[src/rtl/obstacle_ctrl.sv]
// Scrolls one obstacle across the playfield per frame tick, detects collisions with
// the jumping player, and runs the idle/run/over game FSM with a saturating score.
module obstacle_ctrl #(
  parameter int SCREEN_W  = 640,
  parameter int PLAYER_X  = 100,
  parameter int PLAYER_W  = 20,
  parameter int OBS_W     = 20,
  parameter int OBS_H     = 40,
  parameter int SPEED     = 4,
  parameter int SCORE_MAX = 9999
) (
  input  logic        clk,
  input  logic        reset,
  input  logic        tick,
  input  logic        start,
  input  logic [9:0]  jump_h,
  output logic [9:0]  obs_x,
  output logic [13:0] score,
  output logic        playing,
  output logic        game_over,
  output logic        collide
);

  typedef enum logic [1:0] {
    IDLE = 2'd0,
    RUN  = 2'd1,
    OVER = 2'd2
  } state_t;

  state_t state;

  localparam logic [10:0] PLAYER_R = 11'(PLAYER_X + PLAYER_W);
  localparam logic [10:0] PLAYER_L = 11'(PLAYER_X);
  localparam logic [10:0] OBS_W_11 = 11'(OBS_W);
  localparam logic [9:0]  OBS_H_10 = 10'(OBS_H);
  localparam logic [9:0]  SPAWN_X  = 10'(SCREEN_W);
  localparam logic [9:0]  SPEED_10 = 10'(SPEED);
  localparam logic [13:0] SCORE_TOP = 14'(SCORE_MAX);

  // 11-bit compare so obs_x + OBS_W cannot wrap near the right edge.
  logic [10:0] obs_x_11;
  logic        overlap;

  always_comb begin
    obs_x_11 = {1'b0, obs_x};
    overlap  = (obs_x_11 < PLAYER_R) &&
               ((obs_x_11 + OBS_W_11) > PLAYER_L) &&
               (jump_h < OBS_H_10);
  end

  always_ff @(posedge clk) begin
    if (reset) begin
      state     <= IDLE;
      obs_x     <= SPAWN_X;
      score     <= '0;
      playing   <= 1'b0;
      game_over <= 1'b0;
      collide   <= 1'b0;
    end else begin
      collide <= 1'b0;
      case (state)
        IDLE: begin
          obs_x <= SPAWN_X;
          score <= '0;
          if (start) begin
            state     <= RUN;
            playing   <= 1'b1;
            game_over <= 1'b0;
          end
        end
        RUN: begin
          if (tick) begin
            // Collision takes priority over the wrap, so no point is scored on it.
            if (overlap) begin
              state     <= OVER;
              playing   <= 1'b0;
              game_over <= 1'b1;
              collide   <= 1'b1;
            end else if (obs_x < SPEED_10) begin
              obs_x <= SPAWN_X;
              if (score < SCORE_TOP) score <= score + 14'd1;
            end else begin
              obs_x <= obs_x - SPEED_10;
            end
          end
        end
        OVER: begin
          if (start) begin
            state     <= RUN;
            obs_x     <= SPAWN_X;
            score     <= '0;
            playing   <= 1'b1;
            game_over <= 1'b0;
          end
        end
        default: begin
          state     <= IDLE;
          obs_x     <= SPAWN_X;
          score     <= '0;
          playing   <= 1'b0;
          game_over <= 1'b0;
        end
      endcase
    end
  end

endmodule

[config.mk]
export PLATFORM = sky130hd
export DESIGN_NAME = obstacle_ctrl
export DESIGN_NICKNAME = d
export VERILOG_FILES = /design/src/rtl/obstacle_ctrl.sv
export SDC_FILE = /design/constraint.sdc
export NUM_CORES = 1
export LEC_CHECK = 0
export CAP_MARGIN = 15
export CORE_MARGIN = 2
export CORE_UTILIZATION = 47
export DETAILED_ROUTE_END_ITERATION = 12
export PLACE_DENSITY = 0.78
export SKIP_CTS_REPAIR_TIMING = 1
export SLEW_MARGIN = 20
export SYNTH_ARGS = -nofsm -noshare
export SYNTH_HDL_FRONTEND = slang
export SYNTH_SLANG_ARGS = --single-unit
[constraint.sdc]
create_clock -name clk -period 2.8 [get_ports clk]
set_clock_uncertainty 0.2 [all_clocks]
set_input_delay 0.42 -clock clk [delete_from_list [all_inputs] [get_ports clk]]
set_output_delay 0.42 -clock clk [all_outputs]
set_load 0.005 [all_outputs]
# Word-level counts from Yosys, hierarchy flattened
# Index checks and enable logic that the tools add are counted.
[op_classes]
n_div = 0
magnitude_cmp = 5
mul = 0
bitwise_logic = 2
shift = 0
n_addsub = 3
mux = 24
n_eq_ne = 9
reduce_logical = 8
[ops]
columns = ["op", "n"]
rows = [
  ["14-bit two-way mux", 5],
  ["10-bit two-way mux", 4],
  ["14-bit case mux with 2 select lines", 1],
  ["10-bit case mux with 2 select lines", 1],
  ["14-bit by 1-bit adder with 14-bit output (second input constant)", 1],
  ["14-bit < comparator (second input constant)", 1],
  ["2-bit != test (second input constant)", 6],
  ["10-bit by 5-bit adder with 11-bit output (second input constant)", 1],
  ["11-bit by 7-bit > comparator with 1-bit output (second input constant)", 1],
  ["10-bit by 3-bit < comparator with 1-bit output (second input constant)", 1],
  ["10-bit by 6-bit < comparator with 1-bit output (second input constant)", 1],
  ["10-bit by 7-bit < comparator with 1-bit output (second input constant)", 1],
  ["10-bit by 3-bit subtractor with 10-bit output (second input constant)", 1],
  ["1-bit two-way mux", 7],
  ["2-bit two-way mux", 3],
  ["3-bit AND reduction", 2],
  ["5-bit AND reduction", 1],
  ["1-bit case mux with 2 select lines", 2],
  ["2-bit case mux with 2 select lines", 1],
  ["3-bit OR reduction", 1],
  ["2-bit by 1-bit == test with 1-bit output (second input constant)", 1],
  ["2-bit == test (second input constant)", 1],
  ["1-bit logical AND", 2],
  ["2-bit logical NOT", 1],
  ["3 further kinds", 4],
]
[totals]
ram_bits = 0
mem_count = 0
output_inout_bits = 27
rom_bits = 0
ff_bits = 29
inputBits = 14
latch_bits = 0
word_cells = 57

# Logic depth before layout (Yosys ltp)
[logic_depth]
depth_word = 7
ltp_mapped = 8
mapped_depth_nobuf = 8

# Least setup slack after synthesis
# No wires, ideal clock.
[synth_timing]
path_type = "reg-to-reg"
start = "reg obs_x[2]"
end = "reg obs_x[3]"
stages_incl_launch_ff = 9
required_ns = 2.534
setup_ns = 0.066
slack_ns = 0.502
arrival_time_ns = 2.032
synth_period_minus_slack_ns = 2.298
n_path_buf = 0
path_cell_list = "dfxtp_1 -> inv_1 -> ha_1 -> nand2b_1 -> a211oi_1 -> o221ai_2 -> o21ai_2 -> mux2_2 -> nor2_1"
[synth_via]
elab_chain_cells = 6
word_cells_on_any_way = 13
classes_between = "2 x add/sub; 3 x order compare; 1 x eq/ne; 4 x mux; 3 x reduce/logical"
[synth_lines]
columns = ["item", "line_no", "text"]
rows = [
  ["start: declaration", "17", "output logic [9:0] obs_x,"],
  ["start signal: assignment", "83", "obs_x <= obs_x - SPEED_10;"],
  ["10-bit by 5-bit adder with 11-bit output", "47", "((obs_x_11 + OBS_W_11) > PLAYER_L) &&"],
  ["11-bit by 7-bit > comparator with 1-bit output", "47", ""],
  ["1-bit logical AND", "46", "overlap = (obs_x_11 < PLAYER_R) &&"],
  ["1-bit logical AND", "47", ""],
  ["2-bit != test (no source line)", "-", ""],
  ["3-bit AND reduction (no source line)", "-", ""],
]
# Several ways; a longest one is shown, not always the timed one. The select of a mux whose other input is x is not followed.
# A chain may end at the register's enable or synchronous reset.

# Final worst setup path
[layout_timing]
start = "reg obs_x[2]"
end = "reg obs_x[8]"
# Same word-level chain as after synthesis.

==> metrics.md <==
| Metric | Value |
|---|---|
| Die ar. | `approximately 3600 um2` |
| Placement row count | `20` |
| Post-Syn Area | `roughly 1500 um2` |
| Nets | `~230` |
| Grt ovf | `0` |
| Arrival @ worst endpoint | `2.56 ns` |
| PwrDens | `342 nW/um2` |
| Period utilization | `approximately 90%` |
| Startpoint Class | `register` |
| Count of pins over their slew limit | `0` |
| Routed WL | `3460 um` |
| Achievable frequency | `402 MHz` |
| DRC violations left | `0` |
| TNS Setup | `0 ns` |
| Avg Cell Area, Syn | `approximately 8.5 um2` |
| Setup Crit Path Kind | `reg -> reg` |
| Max_cap viols | `0` |
| Grt met3 use | `about 3.0%` |
| Comb power frac | `between 10% and 20%` |
| Grt peak-use layer | `met2` |
| Layout cell share with drive strength beyond 1 | `approximately 7.5%` |
| Initial Util | `roughly half` |
| GRT met2 Usage | `between 30% and 40%` |
| RSZ-0062 raised after global routing | `no` |
| CORE AREA | `3030 um2` |
| Internal power | `slightly below 500 uW` |
| R2r setup slk | `roughly 0.31 ns` |
| Initial antenna violation count | `0` |
| Sequential area share after synthesis | `35.0%` |
| Pleak | `about 0.64 nW` |
| Buf+Inv Stages, Crit Path | `2` |
| Reg area | `about 520 um2` |
| Largest stage delay, worst path | `0.46 ns` |
| H-tree levels | `1` |
| Post-Layout Inst Area | `roughly 1900 um2` |
| Sink Count | `26` |
| Worst reg2reg endpoint | `obs_x[8]$_SDFFE_PP0P_` |
| Drt wl/cell | `13.4 um` |
| Clock root cell | `clkbuf_4` |
| Peak VDD IR | `0.000178 V` |
| CP Max Fanout | `7` |
| Largest net degree at the start of global routing | `14` |
| Area occupied by multi-input gates | `915 um2` |
| First-pass GRT wire length | `around 6000 um` |
| CTS clk-pin slew, worst paths | `0.13 ns` |
| Core Util, Final | `63.5%` |
| Slowest library cell on the worst path | `dfxtp_1` |
| Die height | `between 60 and 70 um` |
| DRT Pass-1 Iters | `4` |
| Min Tclk post-route | `2.49 ns` |
| Worst hold start | `playing$_SDFFE_PP0P_` |
| Number of routed nets with antenna violations | `0` |
| Slew HR | `approximately 59%` |
| Num CTS Buffers | `3` |
| Clock power frac | `23.8%` |
| Least-Margin Pin Slew | `about 0.6 ns` |
| Vias in the first global route | `approximately 1.4k` |
| Top_reg_cell synth | `dfxtp_1` |
| Sw Pwr | `171 uW` |
| Crit end category | `register` |
| Via count | `roughly 1.5k` |
| Critical path required time | `2.87 ns` |
| GPL Wtd Cong | `approximately 0.89` |
| HP Class | `reg -> reg` |
| Unique masters post-synth | `46` |
| Sequential power share | `between 50% and 60%` |
| Ant. Diodes | `0` |
| Post-Syn Instances | `~180` |
| Detail Placement HPWL | `2700 um` |
| Input/output buffers | `35` |
| Final-report hold violation count | `0` |
| Reg2reg start | `obs_x[2]$_SDFFE_PP0P_` |
| Ys Warns | `0` |
| Seq cells post-synth | `26` |
| Endpoint, Worst Hold | `playing$_SDFFE_PP0P_` |
| Area Overhead vs Synth | `29.2%` |
| CP delay by family, top | `simple AND/OR/NAND/NOR gates` |
| Tot GR Track Use | `between 20% and 30%` |
| Clock tree buffer depth | `2` |
| Post-synth ARST share | `0%` |
| Number of enable flip-flop cells after synthesis | `0` |
| Final setup fails | `0` |
| Cell breakdown of the critical path | `inv_1, ha_1, nor2b_1, o211ai_1, nand4_1, o21ai_2, buf_4, or4_1, nand2_1` |
| DR vias/cell | `a little under 6` |
| DIE WIDTH | `~60 um` |
| DRT iter0 DRCs | `42` |
| Met1 usage | `26.4%` |
| Status | `completed` |
| TritonCTS clock tree | `done` |
| DP Area | `between 1500 and 2000 um2` |
| Fillers | `272` |
| Min-Delay Path Depth | `2` |
| Switching part of the total | `between 20% and 30%` |
| FF-to-FF path depth | `9` |
| Clock latency on the worst-skew pair | `0.32 ns` |
| I/O Pins | `41` |
-- worst register-to-register path: stages, from the launching register on --
cell and delay, ns:
dfxtp_1 0.46, inv_1 0.12, ha_1 0.35, nor2b_1 0.14, o211ai_1 0.14, nand4_1 0.20
o21ai_2 0.12, buf_4 0.18, or4_1 0.46, nand2_1 0.08
-- stage by stage --
step / power [mW] / setup WS, ns / std cells / hold WS (ns)
3_3_place_gp: 0.505 / 0.332 / 255 / 0.281
3_5_place_dp: 0.508 / 0.298 / 255 / 0.289
2_1_floorplan: 0.462 / 0.502 / 177 / 0.282
6_report: 0.657 / 0.312 / 258 / 0.310
5_1_grt: 0.693 / 0.180 / 258 / 0.337
4_1_cts: 0.660 / 0.317 / 258 / 0.309
-- cell usage in the layout (no fill, tap or decap), drive strengths merged, types with 6 or more instances in the layout --
| cell | netlist | layout |
|---|---|---|
| clkdlybuf4s50 | 0 | 35 |
| dfxtp | 26 | 26 |
| nor2 | 17 | 17 |
| nand2 | 15 | 15 |
| o211ai | 13 | 13 |
| nand3 | 11 | 11 |
| inv | 8 | 8 |
| o31ai | 8 | 8 |
| o21ai | 7 | 7 |
| nand4 | 6 | 6 |
-- layout make-up --
type | instances | area share (%)
tap | 44 | 2.86
sequential | 26 | 27.1
inverter | 8 | 1.56
multi-input combinational | 138 | 47.6
clock buffer | 3 | 1.17
timing repair buffer | 39 | 19.8
-- power groups by stage --
stage	Clock [mW]	Combinational (mW)	Sequential, mW
6_report	0.156	0.109	0.392
5_1_grt	0.177	0.122	0.394
4_1_cts	0.159	0.109	0.392
3_5_place_dp	0	0.108	0.400
3_3_place_gp	0	0.107	0.398
2_1_floorplan	0	0.0652	0.397
-- cell usage after synthesis (5+ instances only) --
cell type / instances / area (um2)
o31ai_1: 7 / 52.6
a21oi_1: 5 / 25.0
nor2_1: 17 / 63.8
inv_1: 8 / 30.0
or4_1: 5 / 37.5
dfxtp_1: 26 / 521
nand3_1: 9 / 45.0
nand2b_1: 5 / 31.3
o21ai_0: 6 / 30.0
nand2_1: 15 / 56.3
nand4_1: 6 / 37.5
o211ai_1: 13 / 97.6
-- flip-flops by register name (all words and copies together), names as in the netlist --
register,flops
playing,1
score,14
game_over,1
collide,1
state,1
obs_x,8
-- cell families after synthesis --
logic type      after synthesis  synth area share (%)
compound gates               48                  24.3
xor+xnor                      3                  1.77
fa+ha+maj                     3                  2.52
buf+inv                      13                  3.87
flops                        26                  35.0
mux                           4                  2.86
other cells                   1                 0.252
simple gates                 78                  29.5
-- metal layers --
metal / wire [um] / up-vias
met5: 0 / -
met4: 42 / 0
met3: 151 / 5
met2: 1720 / 51
met1: 1540 / 699
li1: - / 739
-- how the worst max path moves through the flow --
stage                     startpoint                    end  slack (ns)  depth (start not counted)
4_1_cts        obs_x[2]$_SDFFE_PP0P_  obs_x[8]$_SDFFE_PP0P_        0.32                          9
3_3_place_gp                   start  obs_x[8]$_SDFFE_PP0P_        0.33                          7
2_1_floorplan  obs_x[2]$_SDFFE_PP0P_  obs_x[3]$_SDFFE_PP0P_        0.50                          8
5_1_grt        obs_x[2]$_SDFFE_PP0P_  obs_x[8]$_SDFFE_PP0P_        0.18                          9
3_5_place_dp                   start  obs_x[8]$_SDFFE_PP0P_        0.30                          7
6_report       obs_x[2]$_SDFFE_PP0P_  obs_x[8]$_SDFFE_PP0P_        0.31                          9
Power figures use the tool's default switching activity.
